`config.mk`:
```
export PLATFORM = sky130hd
export DESIGN_NAME = int_request_ctrl
export DESIGN_NICKNAME = d
export VERILOG_FILES = /design/src/rtl/int_pkg.sv /design/src/rtl/int_edge_latch.sv /design/src/rtl/int_request_ctrl.sv
export SDC_FILE = /design/constraint.sdc
export NUM_CORES = 1
export LEC_CHECK = 0
export CORE_MARGIN = 3
export CORE_UTILIZATION = 37
export DETAILED_ROUTE_END_ITERATION = 12
export GPL_ROUTABILITY_DRIVEN = 0
export MAX_ROUTING_LAYER = met4
export PLACE_DENSITY = 0.8
export SLEW_MARGIN = 5
export SYNTH_ARGS = -nofsm -noshare
export SYNTH_HDL_FRONTEND = slang
export SYNTH_SLANG_ARGS = --single-unit
```
`constraint.sdc`:
```
create_clock -name clk -period 1.75 [get_ports clk]
set_input_delay 0.2625 -clock clk [delete_from_list [all_inputs] [get_ports clk]]
set_output_delay 0.2625 -clock clk [all_outputs]
set_load 0.05 [all_outputs]
```
`src/rtl/int_pkg.sv`:
```
// Shared types, defaults and the fixed-priority picker for the interrupt request front-end.
package int_pkg;

    typedef enum logic [1:0] {
        IDLE,
        REQ,
        WAIT_ACK,
        SERVICE
    } int_state_t;

    localparam logic [15:0] DEF_VEC_BASE   = 16'h0000;
    localparam logic [15:0] DEF_VEC_STRIDE = 16'h0002;
    localparam int          MAX_SRC        = 8;

    typedef struct packed {
        logic       valid;
        logic [2:0] idx;
    } pick_t;

    // Scanning from the top down leaves the lowest eligible index as the winner.
    function automatic pick_t prio_pick(input logic [MAX_SRC-1:0] eligible);
        pick_t p;
        p.valid = 1'b0;
        p.idx   = 3'd0;
        for (int i = MAX_SRC - 1; i >= 0; i--) begin
            if (eligible[i]) begin
                p.valid = 1'b1;
                p.idx   = 3'(i);
            end
        end
        return p;
    endfunction

endpackage

```
`src/rtl/int_edge_latch.sv`:
```
// Per-source rising-edge detect and pending latch; define INT_REQ_SYNC_EN to add
// a 2-flop synchronizer on the raw lines.
module int_edge_latch #(
    parameter int N_SRC = 4
) (
    input  logic             clk,
    input  logic             rst,
    input  logic [N_SRC-1:0] irq_in,
    input  logic [N_SRC-1:0] clr,
    output logic [N_SRC-1:0] pending
);

    logic [N_SRC-1:0] sampled;
    logic [N_SRC-1:0] prev;
    logic [N_SRC-1:0] rise;

`ifdef INT_REQ_SYNC_EN
    logic [N_SRC-1:0] sync1;
    logic [N_SRC-1:0] sync2;

    always_ff @(posedge clk or posedge rst) begin
        if (rst) begin
            sync1 <= '0;
            sync2 <= '0;
        end else begin
            sync1 <= irq_in;
            sync2 <= sync1;
        end
    end

    assign sampled = sync2;
`else
    assign sampled = irq_in;
`endif

    assign rise = sampled & ~prev;

    // A new edge landing in the same cycle as a clear keeps the source pending.
    always_ff @(posedge clk or posedge rst) begin
        if (rst) begin
            prev    <= '0;
            pending <= '0;
        end else begin
            prev    <= sampled;
            pending <= (pending & ~clr) | rise;
        end
    end

endmodule

```
`src/rtl/int_request_ctrl.sv`:
```
// Interrupt request front-end: masks and prioritises pending sources, pulses int_req
// with the handler vector, then holds off until the handler returns. Optional macro: INT_REQ_SYNC_EN.
module int_request_ctrl
    import int_pkg::*;
#(
    parameter int          N_SRC      = 4,
    parameter int          ID_W       = (N_SRC > 1) ? $clog2(N_SRC) : 1,
    parameter logic [15:0] VEC_BASE   = DEF_VEC_BASE,
    parameter logic [15:0] VEC_STRIDE = DEF_VEC_STRIDE
) (
    input  logic             clk,
    input  logic             rst,
    input  logic [N_SRC-1:0] irq_in,
    input  logic [N_SRC-1:0] irq_mask,
    input  logic             int_en,
    input  logic             start_int,
    input  logic             rti_done,
    output logic             int_req,
    output logic [15:0]      int_vector,
    output logic [ID_W-1:0]  active_id,
    output logic             in_service,
    output logic [N_SRC-1:0] pending
);

    int_state_t       state;
    int_state_t       state_next;
    logic [N_SRC-1:0] eligible;
    logic [N_SRC-1:0] clr;
    logic             take;
    pick_t            pick;
    logic [15:0]      vec_next;

    int_edge_latch #(
        .N_SRC(N_SRC)
    ) u_edge_latch (
        .clk    (clk),
        .rst    (rst),
        .irq_in (irq_in),
        .clr    (clr),
        .pending(pending)
    );

    assign eligible = pending & ~irq_mask;
    assign pick     = prio_pick(MAX_SRC'(eligible));
    assign vec_next = VEC_BASE + 16'(pick.idx) * VEC_STRIDE;

    always_ff @(posedge clk or posedge rst) begin
        if (rst) begin
            state <= IDLE;
        end else begin
            state <= state_next;
        end
    end

    // Only IDLE looks at int_en and the mask, so an issued request always runs to completion.
    always_comb begin
        state_next = state;
        take       = 1'b0;
        clr        = '0;
        case (state)
            IDLE: begin
                if (int_en && pick.valid) begin
                    state_next = REQ;
                    take       = 1'b1;
                    clr        = N_SRC'(1) << pick.idx;
                end
            end
            REQ:      state_next = WAIT_ACK;
            WAIT_ACK: if (start_int) state_next = SERVICE;
            SERVICE:  if (rti_done) state_next = IDLE;
            default:  state_next = IDLE;
        endcase
    end

    always_ff @(posedge clk or posedge rst) begin
        if (rst) begin
            int_req    <= 1'b0;
            int_vector <= 16'h0000;
            active_id  <= '0;
            in_service <= 1'b0;
        end else begin
            int_req    <= take;
            in_service <= (state_next == SERVICE);
            if (take) begin
                active_id  <= pick.idx[ID_W-1:0];
                int_vector <= vec_next;
            end
        end
    end

endmodule

```
==> results of run 1 <==
==> logic make-up (layout without fill, tap and decap cells) <==
| family | after synthesis | in the layout | share of synthesized area (%) |
|---|---|---|---|
| AO/OA/AOI/OAI | 12 | 12 | 11.3 |
| flip-flops | 14 | 14 | 50.4 |
| other | 1 | 14 | 0.539 |
| buffers and inverters | 26 | 37 | 22.7 |
| AND/OR/NAND/NOR | 14 | 14 | 11.5 |
| multiplexers | 2 | 2 | 3.60 |
==> power by group through the flow <==
stage | Combinational [mW] | Sequential, mW | Clock [mW]
final | 0.665 | 0.453 | 0.232
after global routing | 0.691 | 0.464 | 0.254
after CTS | 0.667 | 0.456 | 0.235
after detailed placement | 0.666 | 0.462 | 0
after global placement | 0.652 | 0.454 | 0
after floorplan | 0.347 | 0.634 | 0
==> routing by layer <==
metal  part of all wire, %  wire, µm  vias up
met4                  0.83        10        0
li1                      -         -      237
met2                    54       658       21
met3                   8.1        98        2
met5                     0         0        -
met1                    37       441      223
==> layout by cell type (no fill, tap or decap), drive strengths merged <==
cell	netlist	routed
clkbuf	0	4
clkdlybuf4s50	0	14
mux2i	1	1
buf	16	9
a21oi	2	2
dfrtp	14	14
mux2	1	1
inv	10	10
nor2b	2	2
nor3	1	1
or2	1	1
o22ai	1	1
nor2	3	3
and2	1	1
o21ai	6	6
o31ai	2	2
nand2b	1	1
a31oi	1	1
and3	1	1
nand2	4	4
conb	1	14
==> worst paths after layout <==
path / from / endpoint / slack [ps] / cells past startpoint
setup / recovery: in_service$_DFF_PP0_ / in_service / 90 / 1
hold / removal: rst / in_service$_DFF_PP0_ / 310 / 2
setup reg to reg: u_edge_latch.pending[1]$_DFF_PP0_ / int_vector[1]$_DFFE_PP0P_ / 350 / 4
hold reg to reg: u_edge_latch.prev[1]$_DFF_PP0_ / u_edge_latch.pending[1]$_DFF_PP0_ / 410 / 1
max in group asynchronous: rst / u_edge_latch.prev[2]$_DFF_PP0_ / 1090 / 2
min in group clk: u_edge_latch.prev[1]$_DFF_PP0_ / u_edge_latch.pending[1]$_DFF_PP0_ / 410 / 1
==> area by class of cell <==
| type | instances | area [µm²] | area share [%] |
|---|---|---|---|
| multi-input combinational | 42 | 236 | 26.3 |
| sequential | 14 | 350 | 38.9 |
| inverter | 10 | 37.5 | 4.17 |
| tap | 25 | 31.3 | 3.48 |
| timing repair buffer | 23 | 208 | 23.1 |
| clock buffer | 4 | 36.3 | 4.03 |
==> sequential cells by signal, indices dropped and copies added (netlist names) <==
signal	count
u_edge_latch.pending	4
int_vector	2
in_service	1
state	2
u_edge_latch.prev	4
int_req	1
==> metrics by stage <==
step | util [%] | hold slack [ps] | std cells | area, µm²
after floorplan | - | 152 | 82 | 744
after detailed placement | 49.5 | 401 | 114 | 863
after global routing | 51.5 | 356 | 118 | 900
after CTS | 51.5 | 334 | 118 | 900
final | 51.5 | 313 | 118 | 900
after global placement | 49.5 | 395 | 114 | 863
==> impl_metrics.toml, run 1 <==
[outcome]
status = "complete, no violations"

[min_path]
min_path_type = "in -> async"

[detailed_routing]
drt-initial-drc-count = 7
vias = 483
detail-route-antenna-nets = 0
detail_route.wl_per_cell_um = 10.2
wl_um = 1210
viasPerCell = 4.09
drc = 0
dr.pass1.iters = 4

[timing]
rsz0062_at_grt = "false"
final.setup.worst_slack_ps = 85.3
skew_ps = 0.622
hold_violations = 0
setup_viol = 0
final_max_slew_viol_count = 0
relSlewSlack_pct = 65.1
tns_ps = 0
fin_crit_ps = 1660
worstMarginPinSlew_ps = 523
max_freq_mhz = 601
fin_crit_sh_pct = 95.1

[grt]
gr-usage-met2_pct = 19.2
grtUsageMet1_pct = 10.6
antenna_found_initial = 0
grt_usage_pct = 10.4
grt_pass1_vias = 475
use_met3_pct = 2.14
top_usage_layer = "met2"
grt_max_degree = 15
overflow = 0
grt_pass1_wl_um = 1900

[job]
cap_violations = 0

[clock_network]
htree_levels = 1
cts_tree = "yes"
cts.path.max_buffers = 2
cts-root-buf = "clkbuf_4"
clkTransAtPathRegs_ps = 90
numCtsBuffers = 3
clock_sinks = 14
hold_buffers = 0
cts_resized = 0
clkLatencyLatePin_ps = 270
post-cts-setup-buffers = 0

[final_layout]
final_nets = 107
fillers = 167
antenna_cells = 0
syn_to_final_growth_pct = 29.3
drive_gt1_share_pct = 19.4

[placement]
numPortBuffers = 22
pre_cts_ws_ps = 32.1
dp_hpwl_um = 1020

[worst_setup_path]
critPathKind = "reg -> out"
max_stage_delay_ps = 790
crit_path_end_kind = "output pin"
worst_path_max_delay_cell = "clkdlybuf4s50_1"
cp.arrival_ps = 1400
crit_fanout = 1
crit_family = "buffers and inverters"
cp_cell_sequence = "clkdlybuf4s50_1"
critPathLaunchType = "flip-flop"
required_ps = 1490
path_buf_inv = 1

[synthesis]
synth_top_area_share_pct = 50.4
ys_top_cells_by_count = "16 x buf_4, 14 x dfrtp_1, 10 x inv_1"
synth_ff_type = "dfrtp_1"
synth_area_leaders = "dfrtp_1 50%, buf_4 17%, inv_1 5.4%"
synth_area_um2 = 696
synth_top_area_cell = "dfrtp_1"
synth_seq_cells = 14
synth-async-reset-ratio_pct = 100
ys_seq_area_share_pct = 50.4
synth_edf_count = 0
synth_cell_types = 22
ys_warn_count = 0
syn_inst = 69
avgSynthCellArea_um2 = 10.1
synth_most_common_cell = "buf_4"

[die]
core_mm2 = 0.00175
dieArea_mm2 = 0.00244
dieHeight_um = 49.4
rows = 15
initial_core_util_pct = 39.9
fp.dieW_um = 49.4
ioPinCount = 37

[power_and_ir_drop]
netSwitchingFraction_pct = 45.5
total_leakage_power_nw = 0.458
p_seq_share_pct = 33.6
power.net_switching_mw = 0.614
power.internal_mw = 0.736
combinationalPowerShare_pct = 49.2
irDropWorstVdd_v = 0.000604
clockPowerShare_pct = 17.2
pwr_density_cell_mw_per_mm2 = 1500
power_mw = 1.35
Note: power is estimated with default switching activity, not from simulation.
==> inputs of run 2 (changes only) <==
PLACE_DENSITY = 0.76   (was 0.8)
==> run 2 against run 1 <==
Routed wire length fell by 6.3%. Die area did not move. Combinational power fell by 0.8%. Clock power fell by 25%. Power fell by 5.0%. Register-to-register slack barely moved. Sequential power fell by 0.9%. Sequential share of layout area rose by 0.61 points. Flip-flop and latch count did not move. Setup slack improved by 17 ps. Critical path type unchanged. Fmax rose by 1.0%.
==> impl_metrics.toml, run 2 (same netlist as run 1, synthesis figures left out) <==
[clock_network]
hold_buffers = 0
cts.path.max_buffers = 2
clkLatencyLatePin_ps = 270
cts_tree = "yes"
cts-root-buf = "clkbuf_4"
post-cts-setup-buffers = 0
htree_levels = 1
clock_sinks = 14
cts_resized = 0
clkTransAtPathRegs_ps = 80
numCtsBuffers = 3

[final_layout]
fillers = 163
fin_cells = 117
final_nets = 107
final_area_um2 = 886
final_cell_mix = "14 x conb_1, 14 x dfrtp_1, 14 x clkdlybuf4s50_1"
syn_to_final_growth_pct = 27.3
antenna_cells = 0
post-route-util_pct = 50.8
drive_gt1_share_pct = 18.5
reg_top3 = "u_edge_latch.pending (4), u_edge_latch.prev (4)"

[power_and_ir_drop]
pwr_density_cell_mw_per_mm2 = 1450
clockPowerShare_pct = 13.5
irDropWorstVdd_v = 0.000524
netSwitchingFraction_pct = 46.3
p_seq_share_pct = 35.0
power.internal_mw = 0.689
total_leakage_power_nw = 0.451
power.net_switching_mw = 0.593
combinationalPowerShare_pct = 51.4

[worst_setup_path]
path_buf_inv = 1
crit_fanout = 1
worst_path_max_delay_cell = "clkdlybuf4s50_1"
required_ps = 1490
r2r_slack_ps = 350
cp_cell_sequence = "clkdlybuf4s50_1"
crit_path_end_kind = "output pin"
max_stage_delay_ps = 790
cp.arrival_ps = 1390
crit_cells = 1
critPathLaunchType = "flip-flop"
critPathKind = "reg -> out"
crit_family = "buffers and inverters"
r2r_cells = 4

[detailed_routing]
detail_route.wl_per_cell_um = 9.68
drt-initial-drc-count = 2
viasPerCell = 4.06
wl_um = 1130
vias = 475
dr.pass1.iters = 2
drc = 0
detail-route-antenna-nets = 0

[timing]
relSlewSlack_pct = 66.0
final_max_slew_viol_count = 0
skew_ps = 6.52
max_freq_mhz = 607
fin_crit_ps = 1650
rsz0062_at_grt = "false"
setup_viol = 0
fin_crit_sh_pct = 94.2
tns_ps = 0
worstMarginPinSlew_ps = 510
hold_violations = 0
holdWs_ps = 310

[outcome]
status = "complete, no violations"

[grt]
grt_usage_pct = 10.9
grt_pass1_wl_um = 1900
grt_pass1_vias = 453
overflow = 0
antenna_found_initial = 0
grt_max_degree = 15

[die]
ioPinCount = 37
dieArea_mm2 = 0.00244
core_mm2 = 0.00175
dieHeight_um = 49.4
fp.dieW_um = 49.4
rows = 15
initial_core_util_pct = 39.9

[min_path]
min_path_type = "in -> async"

[placement]
dp_hpwl_um = 955
placed_cell_area_um2 = 863
numPortBuffers = 22
placedCellCount = 114

[job]
cap_violations = 0
[run 2: area by class of cell]
class	instances	area, µm²	share of cell area, %
inverter	10	37.5	4.24
sequential	14	350	39.5
timing repair buffer	23	208	23.4
multi-input combinational	42	236	26.7
tap	25	31.3	3.53
clock buffer	3	22.5	2.54
[run 2: per-stage QoR]
| stage | total power, mW | setup slack (ps) |
|---|---|---|
| after detailed placement | 1.12 | 2.62 |
| after global placement | 1.11 | 59.5 |
| final | 1.28 | 102 |
| after CTS | 1.30 | 79.1 |
| after floorplan | 0.981 | 134 |
| after global routing | 1.35 | 48.9 |
[run 2: final timing paths]
kind | from | end
setup / recovery | int_req$_DFF_PP0_ | int_req
hold / removal | rst | int_req$_DFF_PP0_
setup reg to reg | u_edge_latch.pending[0]$_DFF_PP0_ | int_vector[1]$_DFFE_PP0P_
hold reg to reg | u_edge_latch.prev[2]$_DFF_PP0_ | u_edge_latch.pending[2]$_DFF_PP0_
max in group asynchronous | rst | int_vector[1]$_DFFE_PP0P_
min in group clk | u_edge_latch.prev[2]$_DFF_PP0_ | u_edge_latch.pending[2]$_DFF_PP0_
[run 2: power groups by stage]
| stage | Sequential, mW | Combinational [mW] | Clock [mW] |
|---|---|---|---|
| 6_report | 0.449 | 0.660 | 0.173 |
| 2_1_floorplan | 0.634 | 0.347 | 0 |
| 3_5_place_dp | 0.459 | 0.662 | 0 |
| 5_1_grt | 0.465 | 0.691 | 0.194 |
| 3_3_place_gp | 0.455 | 0.653 | 0 |
| 4_1_cts | 0.452 | 0.664 | 0.182 |
[run 2: layer usage]
metal / part of all wire [%] / GRT usage, % / vias up
met2: 55 / 18.5 / 18
met1: 37 / 10.4 / 217
li1: - / - / 238
met4: 0.71 / 7.11 / 0
met5: 0 / - / -
met3: 7.4 / 3.67 / 2
==> inputs of run 3 (changes only) <==
CORE_MARGIN = 4   (was 3)
==> run 3 against run 2 <==
First-iteration DRC count fell by 100%. Routed wire length fell by 1.9%. Core utilization did not move. Die area rose by 8.3%. Clock skew fell by 5.3 ps. Sequential share of layout area did not move. Critical path depth did not move. Count of clock-buffer cells in the layout did not move. Combinational power fell by 0.6%. Flip-flop and latch count did not move. Setup slack improved by 3.7 ps. Sequential power barely moved.
==> impl_metrics.toml, run 3 (same netlist as run 1, synthesis figures left out) <==
[outcome]
status = "complete, no violations"

[detailed_routing]
vias = 480
drt-initial-drc-count = 0
detail_route.wl_per_cell_um = 9.49
drc = 0
detail-route-antenna-nets = 0
viasPerCell = 4.10
wl_um = 1110
dr.pass1.iters = 1

[timing]
rsz0062_at_grt = "false"
holdWs_ps = 319
worstMarginPinSlew_ps = 509
hold_violations = 0
fin_crit_sh_pct = 94.0
relSlewSlack_pct = 66.0
final_max_slew_viol_count = 0
skew_ps = 1.24
tns_ps = 0
max_freq_mhz = 608
fin_crit_ps = 1640
setup_viol = 0

[clock_network]
clkTransAtPathRegs_ps = 70
numCtsBuffers = 3
cts.path.max_buffers = 2
clock_sinks = 14
hold_buffers = 0
post-cts-setup-buffers = 0
htree_levels = 1
cts-root-buf = "clkbuf_4"
cts_tree = "yes"
cts_resized = 0
clkLatencyLatePin_ps = 270

[job]
cap_violations = 0

[die]
dieArea_mm2 = 0.00264
fp.dieW_um = 51.4
ioPinCount = 37
initial_core_util_pct = 39.9
core_mm2 = 0.00175
dieHeight_um = 51.4
rows = 15

[final_layout]
reg_top3 = "u_edge_latch.pending (4), u_edge_latch.prev (4)"
multi_input_area_um2 = 236
fillers = 172
final_nets = 107
drive_gt1_share_pct = 18.5
syn_to_final_growth_pct = 27.3
regArea_um2 = 350
final_cell_mix = "14 x conb_1, 14 x dfrtp_1, 14 x clkdlybuf4s50_1"
antenna_cells = 0

[worst_setup_path]
path_buf_inv = 1
r2r_slack_ps = 350
required_ps = 1490
critPathKind = "reg -> out"
cp.arrival_ps = 1380
crit_path_end_kind = "output pin"
crit_fanout = 1
max_stage_delay_ps = 790
worst_path_max_delay_cell = "clkdlybuf4s50_1"
crit_family = "buffers and inverters"
cp_cell_sequence = "clkdlybuf4s50_1"
critPathLaunchType = "flip-flop"

[placement]
dp_hpwl_um = 941
numPortBuffers = 22

[power_and_ir_drop]
p_seq_share_pct = 35.4
pwr_density_cell_mw_per_mm2 = 1440
power.internal_mw = 0.689
power.net_switching_mw = 0.589
power_mw = 1.28
combinationalPowerShare_pct = 51.4
netSwitchingFraction_pct = 46.1
clockPowerShare_pct = 13.3
irDropWorstVdd_v = 0.000754
total_leakage_power_nw = 0.451

[grt]
grt_max_degree = 15
grt_usage_pct = 9.25
grt_pass1_wl_um = 1790
use_met3_pct = 4.37
top_usage_layer = "met2"
grtUsageMet1_pct = 9.17
grt_pass1_vias = 425
overflow = 0
gr-usage-met2_pct = 17.4
antenna_found_initial = 0

[min_path]
min_path_type = "in -> async"
==> run 3: cell counts in the layout (fill, tap and decap cells not counted) <==
Identical to the previous run, type by type.
==> run 3: path summary, 6_finish.rpt <==
check	startpoint	end	cells past startpoint
setup / recovery	int_req$_DFF_PP0_	int_req	1
hold reg to reg	u_edge_latch.prev[1]$_DFF_PP0_	u_edge_latch.pending[1]$_DFF_PP0_	1
max in group asynchronous	rst	u_edge_latch.pending[3]$_DFF_PP0_	2
min in group clk	u_edge_latch.prev[1]$_DFF_PP0_	u_edge_latch.pending[1]$_DFF_PP0_	1
setup reg to reg	u_edge_latch.pending[0]$_DFF_PP0_	int_vector[1]$_DFFE_PP0P_	4
hold / removal	rst	state[1]$_DFF_PP0_	2
==> run 3: power by group through the flow <==
stage	clock (mW)	combinational, mW	sequential [mW]
finish	0.170	0.656	0.452
global route	0.187	0.697	0.467
CTS	0.175	0.663	0.453
detailed placement	0	0.662	0.459
global placement	0	0.653	0.455
floorplan	0	0.347	0.634
==> run 3: final cells by class <==
cell class	instances	share of cell area [%]
clock buffers	3	2.54
inverters	10	4.24
multi-input cells	42	26.7
flip-flops and latches	14	39.5
well taps	25	3.53
repair buffers	23	23.4
==> run 3: per-stage QoR <==
step / worst slack, ps / instance area, µm² / utilization [%] / instances
CTS: 97.2 / 886 / 50.8 / 117
finish: 106 / 886 / 50.8 / 117
global route: 64.9 / 886 / 50.8 / 117
detailed placement: 21.3 / 863 / 49.5 / 114
global placement: 59.6 / 863 / 49.5 / 114
floorplan: 134 / 744 / - / 82
==> run 3: metal layers <==
layer | vias to the layer above | routed length, µm
met4 | 0 | 0
met1 | 221 | 391
met5 | - | 0
met2 | 22 | 604
met3 | 0 | 114
li1 | 237 | -
